File: config.mk
export PLATFORM = sky130hd
export DESIGN_NAME = fpga_ccff_loader
export DESIGN_NICKNAME = d
export VERILOG_FILES = /design/src/rtl/fpga_ccff_loader.sv
export SDC_FILE = /design/constraint.sdc
export NUM_CORES = 1
export LEC_CHECK = 0
export ABC_AREA = 1
export ABC_CLOCK_PERIOD_IN_PS = 6800
export CELL_PAD_IN_SITES_DETAIL_PLACEMENT = 0
export CELL_PAD_IN_SITES_GLOBAL_PLACEMENT = 2
export CORE_UTILIZATION = 39
export DETAILED_ROUTE_END_ITERATION = 6
export PLACE_DENSITY = 0.95
export SLEW_MARGIN = 20
export SYNTH_ARGS = -nofsm -noshare
export SYNTH_HDL_FRONTEND = slang
export SYNTH_SLANG_ARGS = --single-unit
File: constraint.sdc
create_clock -name wb_clk_i -period 6.8 [get_ports wb_clk_i]
set_input_delay 1.36 -clock wb_clk_i [delete_from_list [all_inputs] [get_ports wb_clk_i]]
set_output_delay 1.36 -clock wb_clk_i [all_outputs]
set_load 0.005 [all_outputs]
File: src/rtl/fpga_ccff_loader.sv
// Wishbone-fed configuration chain loader: serialises 32-bit words MSB-first onto
// ccff_head_o under a divided prog_clk_o and captures ccff_tail_i for readback.
module fpga_ccff_loader #(
   parameter int DIV        = 2,
   parameter int FIFO_DEPTH = 4
) (
   input  logic        wb_clk_i,
   input  logic        wb_rst_i,
   input  logic        wbs_stb_i,
   input  logic        wbs_cyc_i,
   input  logic        wbs_we_i,
   input  logic [3:0]  wbs_sel_i,
   input  logic [31:0] wbs_adr_i,
   input  logic [31:0] wbs_dat_i,
   output logic        wbs_ack_o,
   output logic [31:0] wbs_dat_o,
   output logic        prog_clk_o,
   output logic        prog_reset_o,
   output logic        ccff_head_o,
   input  logic        ccff_tail_i
);
   localparam int AW = (FIFO_DEPTH > 1) ? $clog2(FIFO_DEPTH) : 1;
   localparam int LW = AW + 1;
   localparam int DW = (DIV > 1) ? $clog2(DIV) : 1;
   localparam logic [LW-1:0] LVL_FULL = LW'(FIFO_DEPTH);
   localparam logic [LW-1:0] LVL_ONE  = LW'(1);
   localparam logic [AW-1:0] PTR_ONE  = AW'(1);
   localparam logic [DW-1:0] DIV_LAST = DW'(DIV - 1);
   localparam logic [DW-1:0] DIV_ONE  = DW'(1);

   typedef enum logic [1:0] {IDLE, LOAD, LOW, HIGH} state_t;

   state_t        state_q, state_d;
   logic [DW-1:0] div_q, div_d;
   logic [4:0]    idx_q, idx_d;
   logic [31:0]   sh_q, sh_d;
   logic [31:0]   rx_q, rx_d;
   logic [31:0]   tail_q, tail_d;
   logic [31:0]   bitcnt_q, bitcnt_d;
   logic          head_q, head_d;
   logic          pclk_q, pclk_d;
   logic [31:0]   fifo_q [FIFO_DEPTH];
   logic [31:0]   fifo_d [FIFO_DEPTH];
   logic [AW-1:0] wr_ptr_q, wr_ptr_d, rd_ptr_q, rd_ptr_d;
   logic [LW-1:0] level_q, level_d;
   logic          run_q, run_d, prst_q, prst_d, ovf_q, ovf_d;
   logic          ack_q, ack_d;
   logic [31:0]   dat_q, dat_d;

   logic req, wr_data, wr_ctrl, full, empty, push, pop;
   logic unused_bits;

   assign unused_bits = ^{wbs_sel_i[3:1], wbs_adr_i[31:4], wbs_adr_i[1:0]};

   // Bus decode, control register, FIFO bookkeeping
   always_comb begin
      req     = wbs_stb_i & wbs_cyc_i & ~ack_q;
      wr_data = req & wbs_we_i & (wbs_adr_i[3:2] == 2'd0);
      wr_ctrl = req & wbs_we_i & (wbs_adr_i[3:2] == 2'd1) & wbs_sel_i[0];
      full    = (level_q == LVL_FULL);
      empty   = (level_q == '0);
      ack_d   = req;
      run_d   = wr_ctrl ? wbs_dat_i[1] : run_q;
      prst_d  = wr_ctrl ? wbs_dat_i[0] : prst_q;
      pop     = (state_q == LOAD) & ~prst_d;
      push    = wr_data & ~prst_d & (~full | pop);
      ovf_d   = ovf_q;
      if (wr_ctrl & wbs_dat_i[2]) begin
         ovf_d = 1'b0;
      end else if (wr_data & ~prst_d & full & ~pop) begin
         ovf_d = 1'b1;
      end

      dat_d = '0;
      if (req & ~wbs_we_i) begin
         case (wbs_adr_i[3:2])
            2'd0:    dat_d = tail_q;
            2'd1:    dat_d = {30'd0, run_q, prst_q};
            2'd2:    dat_d = {23'd0, 5'(level_q), ovf_q, empty, full, (state_q != IDLE)};
            default: dat_d = bitcnt_q;
         endcase
      end

      fifo_d   = fifo_q;
      wr_ptr_d = wr_ptr_q;
      rd_ptr_d = rd_ptr_q;
      level_d  = level_q;
      if (push) begin
         fifo_d[wr_ptr_q] = wbs_dat_i;
         wr_ptr_d         = wr_ptr_q + PTR_ONE;
      end
      if (pop) begin
         rd_ptr_d = rd_ptr_q + PTR_ONE;
      end
      if (push & ~pop) begin
         level_d = level_q + LVL_ONE;
      end else if (pop & ~push) begin
         level_d = level_q - LVL_ONE;
      end
      if (prst_d) begin
         wr_ptr_d = '0;
         rd_ptr_d = '0;
         level_d  = '0;
      end
   end

   // Serialiser FSM
   always_comb begin
      state_d  = state_q;
      div_d    = div_q;
      idx_d    = idx_q;
      sh_d     = sh_q;
      rx_d     = rx_q;
      tail_d   = tail_q;
      bitcnt_d = bitcnt_q;
      head_d   = head_q;
      case (state_q)
         IDLE: begin
            if (run_q & ~prst_q & ~empty) state_d = LOAD;
         end
         LOAD: begin
            sh_d    = fifo_q[rd_ptr_q];
            head_d  = sh_d[31];
            idx_d   = 5'd31;
            div_d   = '0;
            state_d = LOW;
         end
         LOW: begin
            if (div_q == DIV_LAST) begin
               div_d   = '0;
               state_d = HIGH;
            end else begin
               div_d = div_q + DIV_ONE;
            end
         end
         default: begin
            // Fabric has just sampled head on the rising edge; capture the returning bit once
            if (div_q == '0) begin
               rx_d     = {rx_q[30:0], ccff_tail_i};
               bitcnt_d = bitcnt_q + 32'd1;
            end
            if (div_q == DIV_LAST) begin
               div_d = '0;
               if (idx_q != 5'd0) begin
                  sh_d    = {sh_q[30:0], 1'b0};
                  head_d  = sh_q[30];
                  idx_d   = idx_q - 5'd1;
                  state_d = LOW;
               end else begin
                  tail_d  = rx_d;
                  state_d = (run_q & ~empty) ? LOAD : IDLE;
               end
            end else begin
               div_d = div_q + DIV_ONE;
            end
         end
      endcase
      if (prst_d) begin
         state_d  = IDLE;
         div_d    = '0;
         idx_d    = '0;
         rx_d     = '0;
         bitcnt_d = '0;
         head_d   = 1'b0;
      end
      pclk_d = (state_d == HIGH);
   end

   always_ff @(posedge wb_clk_i) begin
      if (wb_rst_i) begin
         state_q  <= IDLE;
         div_q    <= '0;
         idx_q    <= '0;
         rx_q     <= '0;
         tail_q   <= '0;
         bitcnt_q <= '0;
         head_q   <= 1'b0;
         pclk_q   <= 1'b0;
         wr_ptr_q <= '0;
         rd_ptr_q <= '0;
         level_q  <= '0;
         run_q    <= 1'b0;
         prst_q   <= 1'b0;
         ovf_q    <= 1'b0;
         ack_q    <= 1'b0;
         dat_q    <= '0;
      end else begin
         state_q  <= state_d;
         div_q    <= div_d;
         idx_q    <= idx_d;
         rx_q     <= rx_d;
         tail_q   <= tail_d;
         bitcnt_q <= bitcnt_d;
         head_q   <= head_d;
         pclk_q   <= pclk_d;
         wr_ptr_q <= wr_ptr_d;
         rd_ptr_q <= rd_ptr_d;
         level_q  <= level_d;
         run_q    <= run_d;
         prst_q   <= prst_d;
         ovf_q    <= ovf_d;
         ack_q    <= ack_d;
         dat_q    <= dat_d;
      end
   end

   always_ff @(posedge wb_clk_i) begin
      sh_q   <= sh_d;
      fifo_q <= fifo_d;
   end

   assign wbs_ack_o    = ack_q;
   assign wbs_dat_o    = dat_q;
   assign prog_clk_o   = pclk_q;
   assign prog_reset_o = prst_q;
   assign ccff_head_o  = head_q;
endmodule

==> metrics, run 1 <==
CTS max path bufs 3; count leader, synth nor2_1; first-pass GRT wire length 46300 microns; P_leak 0.00503 uW; Synth Flop Type edfxtp_1; PortBufs 76; Fin. Hold Viols 0; GRT Total Usage 0.173; reg-to-reg endpoint rx_q[6]$_SDFFE_PP0P_; total number of yosys warnings 0; Slew HR 0.273; worst hold path cell count 2; #FFs+latches synth 308; min cycle time layout 3860 ps; CTS buffer count 35; power density cells 252 nW/um^2; drc violations 4; Root Driver clkbuf_16; drt wl/cell 15.4 microns; reg-to-reg startpoint state_q[0]$_SDFF_PP0_; startpoint types primary input; hold-fix buffers at CTS 0; GPL Wtd Cong 0.793; MaxCap Viol Count 0; nets 1491; WP data required 6910 ps; Post-synth EDFFs 159; initial antenna violation count 1; Peak VDD IR 0.160 mV; drt total wl 28700 microns; Mapped Area 12900 sq um; Peak Freq 259 MHz; reg2reg path depth 7; Die Wd 184 microns; die area 33800 sq um; CP Capture Type flip-flop; Commonest cells post-synth nor2_1, nand2_1, edfxtp_1, dfxtp_1, inv_1; asr flop ratio synth 0; H-tree depth 2; final worst path period share 0.568; # diodes 0; Worst Tran Pin Value 1090 ps; DRT antenna net count 0; Max FO, Critical Path 33; Detailed Routing Iterations Pass 1 7; WHS Endpoint wbs_dat_o[13]$_SDFF_PP0_; setup_tns 0 ps; Placed Cells 1808; non-filler cells, final 1870; cell count after synthesis 1352; gr ovfl total 0; status complete, but fails checks; Syn Nets 1439; placed instance area 14000 sq um; CTS tree yes; Avg Inst Size Synth 9.53 sq um; failing checks DRC; area grow syn2layout 17.1%; Post-CTS Setup Bufs 0; core area 32500 sq um; Seq/Total Area, Yosys 0.602; critical path class primary input to flip-flop; clock-pin slew on the worst setup and hold paths 50 ps; HP Class flip-flop to flip-flop; layout cells sized above 1 0.0868; worst clock skew 24.5 ps; via/cell ratio 4.98; # clock sinks 308; cell area after layout 15100 sq um; Vias 9314; top cells by area, synth edfxtp_1, dfxtp_1, nor2_1, nand2_1, a21oi_1; Cell variety after synth 42; largest area contributor in the netlist edfxtp_1; final setup vio count 0; # IOs 110; Worst EP arrival 3970 ps; DIE HEIGHT 184 microns; largest net degree at the start of global routing 71; DP Wirelength 17400 microns; Post-Route Utilization 0.463; Synth top area share 0.371; initial DRC count 608; # rows 66; Clk Latency, worst-skew pair 520 ps; Final Slew Violations 0; vias in the first global route 9005; RSZ-0062 raised after global routing no; launch point of the worst hold path tail_q[13]$_SDFFE_PP0P_; Register-to-Register Setup Slack 3870 ps; Post-CTS Resized 0; initial core utilization 0.396
sequential cells by signal, indices dropped and copies added, names as in the netlist, 2 cells and up:
name       cells
state_q        2
fifo_q       128
rd_ptr_q       2
level_q        3
tail_q        32
sh_q          31
idx_q          5
wbs_dat_o     32
wr_ptr_q       2
rx_q          32
bitcnt_q      32
layer usage:
metal,GRT usage,share of wire
met5,0,0.00035
met1,0.220,0.46
met3,0.0283,0.038
met4,0.0567,0.027
met2,0.299,0.48
report_power, final:
| group | internal, uW | switching [uW] | total [uW] |
|---|---|---|---|
| clock network | 1040 | 719 | 1760 |
| registers | 1950 | 1.72 | 1950 |
| logic | 30.6 | 50.6 | 81.2 |
per-stage QoR:
stage | power (uW) | worst slack (ps) | hold WS (ps)
2_1_floorplan | 2030 | 2950 | 425
3_3_place_gp | 2070 | 2390 | 452
3_5_place_dp | 2070 | 2350 | 454
4_1_cts | 3830 | 2860 | 467
5_1_grt | 3920 | 2770 | 481
6_report | 3800 | 2940 | 464
worst max-delay path by stage:
stage | cells after the start | start | slack (ps) | end
6_report | 7 | wbs_adr_i[2] | 2940 | fifo_q[72]$_DFFE_PP_
5_1_grt | 7 | wbs_adr_i[2] | 2770 | fifo_q[72]$_DFFE_PP_
4_1_cts | 7 | wbs_adr_i[2] | 2860 | fifo_q[104]$_DFFE_PP_
3_5_place_dp | 7 | wbs_adr_i[2] | 2350 | fifo_q[104]$_DFFE_PP_
3_3_place_gp | 7 | wbs_adr_i[2] | 2390 | fifo_q[78]$_DFFE_PP_
2_1_floorplan | 6 | wbs_we_i | 2950 | fifo_q[0]$_DFFE_PP_
cell families (layout without fill, tap and decap cells):
family / count (synthesis) / after routing / share of synthesized area
AND/OR/NAND/NOR: 569 / 569 / 0.180
flip-flops: 308 / 308 / 0.602
AO/OA/AOI/OAI: 273 / 273 / 0.139
buffers and inverters: 177 / 253 / 0.0574
adder cells (fa/ha/maj): 13 / 13 / 0.0132
XOR/XNOR: 11 / 11 / 0.00748
multiplexers: 1 / 1 / 0.000777
layout by cell type (no fill, tap or decap), types with 4 or more instances in the layout:
master | Yosys | final
a211oi_2 | 32 | 32
a21oi_1 | 86 | 86
a31oi_1 | 35 | 35
buf_4 | 2 | 13
clkbuf_1 | 39 | 8
clkbuf_16 | 0 | 36
clkdlybuf4s50_1 | 0 | 76
clkinv_1 | 0 | 8
dfxtp_1 | 149 | 147
edfxtp_1 | 159 | 159
ha_1 | 12 | 11
inv_1 | 98 | 96
inv_2 | 4 | 5
nand2_1 | 209 | 209
nand3_1 | 27 | 27
nand4_1 | 8 | 8
nor2_1 | 294 | 289
nor2_2 | 3 | 4
nor2_4 | 3 | 7
nor3_1 | 7 | 7
o2111ai_1 | 30 | 30
o21ai_0 | 77 | 77
or2_2 | 5 | 5
xor2_1 | 9 | 9
area by class of cell:
type / count / area (sq um)
clock inverters: 14 / 105
multi-input cells: 867 / 4420
repair buffers: 90 / 886
flip-flops and latches: 308 / 7760
inverters: 102 / 383
clock buffers: 47 / 972
well taps: 442 / 553
fillers: 3101 / 17500
worst max-delay path, cell delays in order:
cell,delay (ps)
clkdlybuf4s50_1,540
nor2_2,150
buf_4,320
nand2_1,120
inv_1,70
o211ai_1,400
nor2_4,990
Note: power is estimated with default switching activity, not from simulation.
==> run 2, diff against run 1 <==
--- a/config.mk
+++ b/config.mk
@@ -6,12 +6,12 @@
 export NUM_CORES = 1
 export LEC_CHECK = 0
 export ABC_AREA = 1
-export ABC_CLOCK_PERIOD_IN_PS = 6800
+export ABC_CLOCK_PERIOD_IN_PS = 3100
 export CELL_PAD_IN_SITES_DETAIL_PLACEMENT = 0
 export CELL_PAD_IN_SITES_GLOBAL_PLACEMENT = 2
-export CORE_UTILIZATION = 39
+export CORE_UTILIZATION = 33
 export DETAILED_ROUTE_END_ITERATION = 6
-export PLACE_DENSITY = 0.95
+export PLACE_DENSITY = 0.87
 export SLEW_MARGIN = 20
 export SYNTH_ARGS = -nofsm -noshare
 export SYNTH_HDL_FRONTEND = slang
==> constraint.sdc (replaced) <==
create_clock -name wb_clk_i -period 3.1 [get_ports wb_clk_i]
set_input_delay 0.62 -clock wb_clk_i [delete_from_list [all_inputs] [get_ports wb_clk_i]]
set_output_delay 0.62 -clock wb_clk_i [all_outputs]
set_load 0.005 [all_outputs]
==> run 2 against run 1 <==
Against the previous run: sequential share of layout area fell by 1.3 points; final area is 2.6% higher; flip-flop and latch count unchanged; sequential power up 120%; final cell count up 5.5%; global-route usage shrank 1.7 points; clock power grew 120%; clock skew shrank 14 ps; the flow now finishes without violations; non-clock buffer count rose by 25; worst hold slack got worse by 1.6 ps; first-iteration DRC count fell by 28%; power up 120%; highest routed layer is now met4.
==> metrics, run 2 (same netlist as run 1, synthesis figures left out) <==
Critical Path Max Stage Delay 480 ps; HP Class flip-flop to flip-flop; core area 38600 sq um; DIE HEIGHT 200 microns; Final Slew Violations 0; initial DRC count 438; Seq pwr share 0.510; die area 39800 sq um; final worst path period share 0.822; Worst Tran Pin Value 999 ps; final setup vio count 0; H-tree depth 2; min cycle time layout 2550 ps; CP top delay family buffers and inverters; layout cells sized above 1 0.107; non-filler cells, final 1972; worst clock skew 10.8 ps; drc violations 0; Place WS -154 ps; critical path class primary input to flip-flop; CTS buffer count 35; GRT Total Usage 0.156; via/cell ratio 4.74; Die Wd 200 microns; power share of the clock group 0.467; Critical-path top delay cell clkdlybuf4s50_1; Internal 6690 uW; switch share 0.204; Clk Latency, worst-skew pair 530 ps; P_sw 1720 uW; CTS max path bufs 3; Detailed Routing Iterations Pass 1 5; # rows 72; hold-fix buffers at CTS 0; # clock sinks 308; Multi-input gate area 4420 sq um; Peak Freq 392 MHz; startpoint types primary input; Post-CTS Setup Bufs 0; RSZ-0062 raised after global routing no; CTS tree yes; CP bufs+invs 4; number of fill cells 3840; drt total wl 30400 microns; DRT antenna net count 0; # diodes 0; largest net degree at the start of global routing 68; PortBufs 76; WP data required 3520 ps; Worst EP arrival 2970 ps; Slew HR 0.334; area grow syn2layout 20.2%; most common cell after layout, fill and taps aside nor2_1; combinational share of power 0.024; GPL Wtd Cong 0.777; gr ovfl total 0; initial antenna violation count 0; Peak VDD IR 0.369 mV; Post-CTS Resized 0; Register Area 7760 sq um; Vias 9345; power density cells 544 nW/um^2; Critical Path Most Common Cell inv_1; worst path cell trace clkdlybuf4s50_1 -> nand4_1 -> nor2_4 -> nand2_1 -> nand2_2 -> o211ai_1 -> buf_4 -> inv_1 -> ha_1 -> inv_1 -> fa_1 -> o21ai_0 -> xor2_1 -> nor2_1; setup ws final 551 ps; total power 8410 uW; CP Capture Type flip-flop; Max FO, Critical Path 2; Root Driver clkbuf_16; first-pass GRT wire length 48300 microns; drt wl/cell 15.4 microns; status finished, final reports clean; MaxCap Viol Count 0; DP Wirelength 18800 microns; initial core utilization 0.334; vias in the first global route 9191; nets 1516; Fin. Hold Viols 0; commonest cells after routing, fill and taps aside nor2_1, nand2_1, edfxtp_1; Placed Cells 1906; max reg flops 128; Biggest register fifo_q; P_leak 0.00520 uW; Post-Route Utilization 0.401; clock-pin slew on the worst setup and hold paths 60 ps; # IOs 110
run 2: path summary, 6_finish.rpt:
check | startpoint | endpoint | slack (ps) | cells after the start
worst max-delay path | wbs_we_i | level_q[2]$_SDFFE_PP0P_ | 550 | 14
worst min-delay path | ovf_q$_SDFFE_PP0P_ | ovf_q$_SDFFE_PP0P_ | 460 | 2
worst max register to register | wbs_ack_o$_SDFF_PP0_ | level_q[2]$_SDFFE_PP0P_ | 780 | 14
worst min register to register | ovf_q$_SDFFE_PP0P_ | ovf_q$_SDFFE_PP0P_ | 460 | 2
run 2: cell type report:
class                      count  area share
multi-input combinational    867       0.286
inverter                     102      0.0247
clock buffer                  48      0.0643
clock inverter                14     0.00671
tap                          518      0.0419
sequential                   308       0.501
timing repair buffer         115      0.0752
run 2: power groups by stage:
stage | logic [uW] | clock network (uW) | registers, uW
6_report | 199 | 3930 | 4290
2_1_floorplan | 84.2 | 0 | 4370
5_1_grt | 218 | 4220 | 4280
4_1_cts | 200 | 4050 | 4290
3_3_place_gp | 197 | 0 | 4370
3_5_place_dp | 199 | 0 | 4370
run 2: metal layers:
metal  vias up  track usage  share of wire
met4         0       0.0534          0.023
met3        53       0.0321          0.042
met1      4415        0.199           0.46
met5         -            0              0
li1       4729            -              -
met2       148        0.261           0.47
run 2: stage by stage:
stage / hold WS [ps] / TNS, ps / area (sq um)
after global routing: 480 / 0 / 15500
final: 462 / 0 / 15500
after global placement: 446 / -20020 / 14300
after detailed placement: 450 / -17970 / 14300
after floorplan: 425 / -820 / 12900
after CTS: 464 / 0 / 15400
run 2: worst reg2reg max path, stage by stage, from the launching register on:
cell	delay (ps)
dfxtp_1	310
inv_1	60
nand4_1	220
nor2_4	150
nand2_1	70
nand2_2	80
o211ai_1	100
buf_4	150
inv_1	50
ha_1	130
inv_1	60
fa_1	370
o21ai_0	240
xor2_1	180
nor2_1	50
==> run 3, diff against run 2 <==
--- a/config.mk
+++ b/config.mk
@@ -6,7 +6,7 @@
 export NUM_CORES = 1
 export LEC_CHECK = 0
 export ABC_AREA = 1
-export ABC_CLOCK_PERIOD_IN_PS = 3100
+export ABC_CLOCK_PERIOD_IN_PS = 2300
 export CELL_PAD_IN_SITES_DETAIL_PLACEMENT = 0
 export CELL_PAD_IN_SITES_GLOBAL_PLACEMENT = 2
 export CORE_UTILIZATION = 33
==> constraint.sdc (replaced) <==
create_clock -name wb_clk_i -period 2.3 [get_ports wb_clk_i]
set_input_delay 0.46 -clock wb_clk_i [delete_from_list [all_inputs] [get_ports wb_clk_i]]
set_output_delay 0.46 -clock wb_clk_i [all_outputs]
set_load 0.005 [all_outputs]
==> run 3 against run 2 <==
Against the previous run: the flow now finishes with violations (setup timing); flip-flop and latch count unchanged; clock skew grew 6.6 ps; worst setup slack worse by 680 ps; global-route usage is 0.28 points higher; routed wire length grew 1.4%; clock power grew 49%; critical path type is now flip-flop to flip-flop; first-iteration DRC count rose by 13%; sequential power up 34%; worst hold slack lost 76 ps.
==> metrics, run 3 (same netlist as run 1, synthesis figures left out) <==
status complete, but fails checks; failing checks setup timing; die area 39800 sq um; # clock sinks 308; initial antenna violation count 2; initial core utilization 0.334; power density cells 748 nW/um^2; Register Area 7760 sq um; CP Capture Type flip-flop; Peak Freq 412 MHz; # IOs 110; DP Wirelength 19500 microns; # rows 72; Max FO, Critical Path 3; commonest cells after routing, fill and taps aside nor2_1, nand2_1, edfxtp_1; final worst path period share 1.06; # diodes 0; startpoint types flip-flop; layout cells sized above 1 0.131; Die Wd 200 microns; DIE HEIGHT 200 microns; vias in the first global route 9268; Root Driver clkbuf_16; Final Slew Violations 0; initial DRC count 496; GRT Total Usage 0.159; drt total wl 30900 microns; DRT antenna net count 0; setup_tns -244 ps; core area 38600 sq um; Peak VDD IR 0.449 mV; number of fill cells 3770; Multi-input gate area 4440 sq um; largest net degree at the start of global routing 68; Biggest register fifo_q; WP data required 2750 ps; Worst EP arrival 2880 ps; gr ovfl total 0; final setup vio count 2; Clk Latency, worst-skew pair 520 ps; worst clock skew 17.4 ps; HP Class primary input to flip-flop; area grow syn2layout 23.7%; CTS tree yes; critical path class flip-flop to flip-flop; MaxCap Viol Count 0; H-tree depth 2; via/cell ratio 4.74; GPL Wtd Cong 0.818; most common cell after layout, fill and taps aside nor2_1; setup ws final -130 ps; Fin. Hold Viols 0; Detailed Routing Iterations Pass 1 4; first-pass GRT wire length 49600 microns; CTS max path bufs 3; max reg flops 128; Slew HR 0.524; drt wl/cell 15.4 microns; CTS buffer count 35; RSZ-0062 raised after global routing yes; P_leak 0.00544 uW; Worst Tran Pin Value 714 ps; worst hold margin 386 ps; PortBufs 76; clock-pin slew on the worst setup and hold paths 60 ps; nets 1545; min cycle time layout 2430 ps; drc violations 0; Vias 9484
run 3: changes by cell type in the layout (fill, tap and decap cells not counted), sizes merged:
cell / delta
inv: +1
dlygate4sd2: +3
clkinvlp: -1
clkbuf: -3
buf: +28
bufinv: +5
clkdlybuf4s50: -3
clkinv: -1
run 3: worst max-delay path, cell delays in order, from the launching register on:
cell and delay (ps):
dfxtp_2 320, inv_2 50, nand4_1 250, nor2_4 190, nand2_1 70, nand2_2 60
o211ai_1 110, clkbuf_16 170, buf_6 110, inv_4 40, ha_4 130, inv_4 30
fa_2 360, a21oi_2 110, o21ai_1 80, xor2_1 160, nor2_1 110
run 3: worst paths after layout:
check | startpoint | depth (start not counted) | endpoint | slack [ps]
setup reg to reg | wbs_ack_o$_SDFF_PP0_ | 16 | level_q[2]$_SDFFE_PP0P_ | -130
hold / removal | wbs_stb_i | 3 | wbs_ack_o$_SDFF_PP0_ | 390
hold reg to reg | ovf_q$_SDFFE_PP0P_ | 2 | ovf_q$_SDFFE_PP0P_ | 460
setup / recovery | wbs_ack_o$_SDFF_PP0_ | 16 | level_q[2]$_SDFFE_PP0P_ | -130
run 3: repair_timing:
item,in CTS,in global routing
setup endpoints to repair,130,59
pin swaps,3,9
gates resized for setup,13,4
setup buffers,1,15
hold buffers,0,0
run 3: layer usage:
metal,up-vias,track usage,part of all wire
met5,-,0,0.00088
met4,4,0.0447,0.021
met3,48,0.0280,0.041
met2,151,0.266,0.48
met1,4496,0.209,0.46
li1,4785,-,-
run 3: power breakdown:
group	internal (uW)	total, uW	switching, uW
clock network	3640	5850	2210
registers	5770	5770	4.14
logic	116	280	164
total	9530	11900	2380
run 3: final cells by class:
class | count | share of cell area
clock buffers | 44 | 0.0603
clock inverters | 18 | 0.0160
inverters | 102 | 0.0244
multi-input cells | 867 | 0.279
flip-flops and latches | 308 | 0.487
well taps | 518 | 0.0407
repair buffers | 144 | 0.0925
run 3: metrics by stage:
stage / total power, uW / setup slack, ps / instances / cell area (sq um) / util
2_1_floorplan: 6010 / -185 / 1352 / 12900 / -
3_3_place_gp: 6170 / -755 / 1919 / 14400 / 0.374
3_5_place_dp: 6170 / -816 / 1919 / 14400 / 0.374
4_1_cts: 12100 / -263 / 1982 / 15700 / 0.407
5_1_grt: 12300 / -264 / 2001 / 15900 / 0.413
6_report: 11900 / -130 / 2001 / 15900 / 0.413
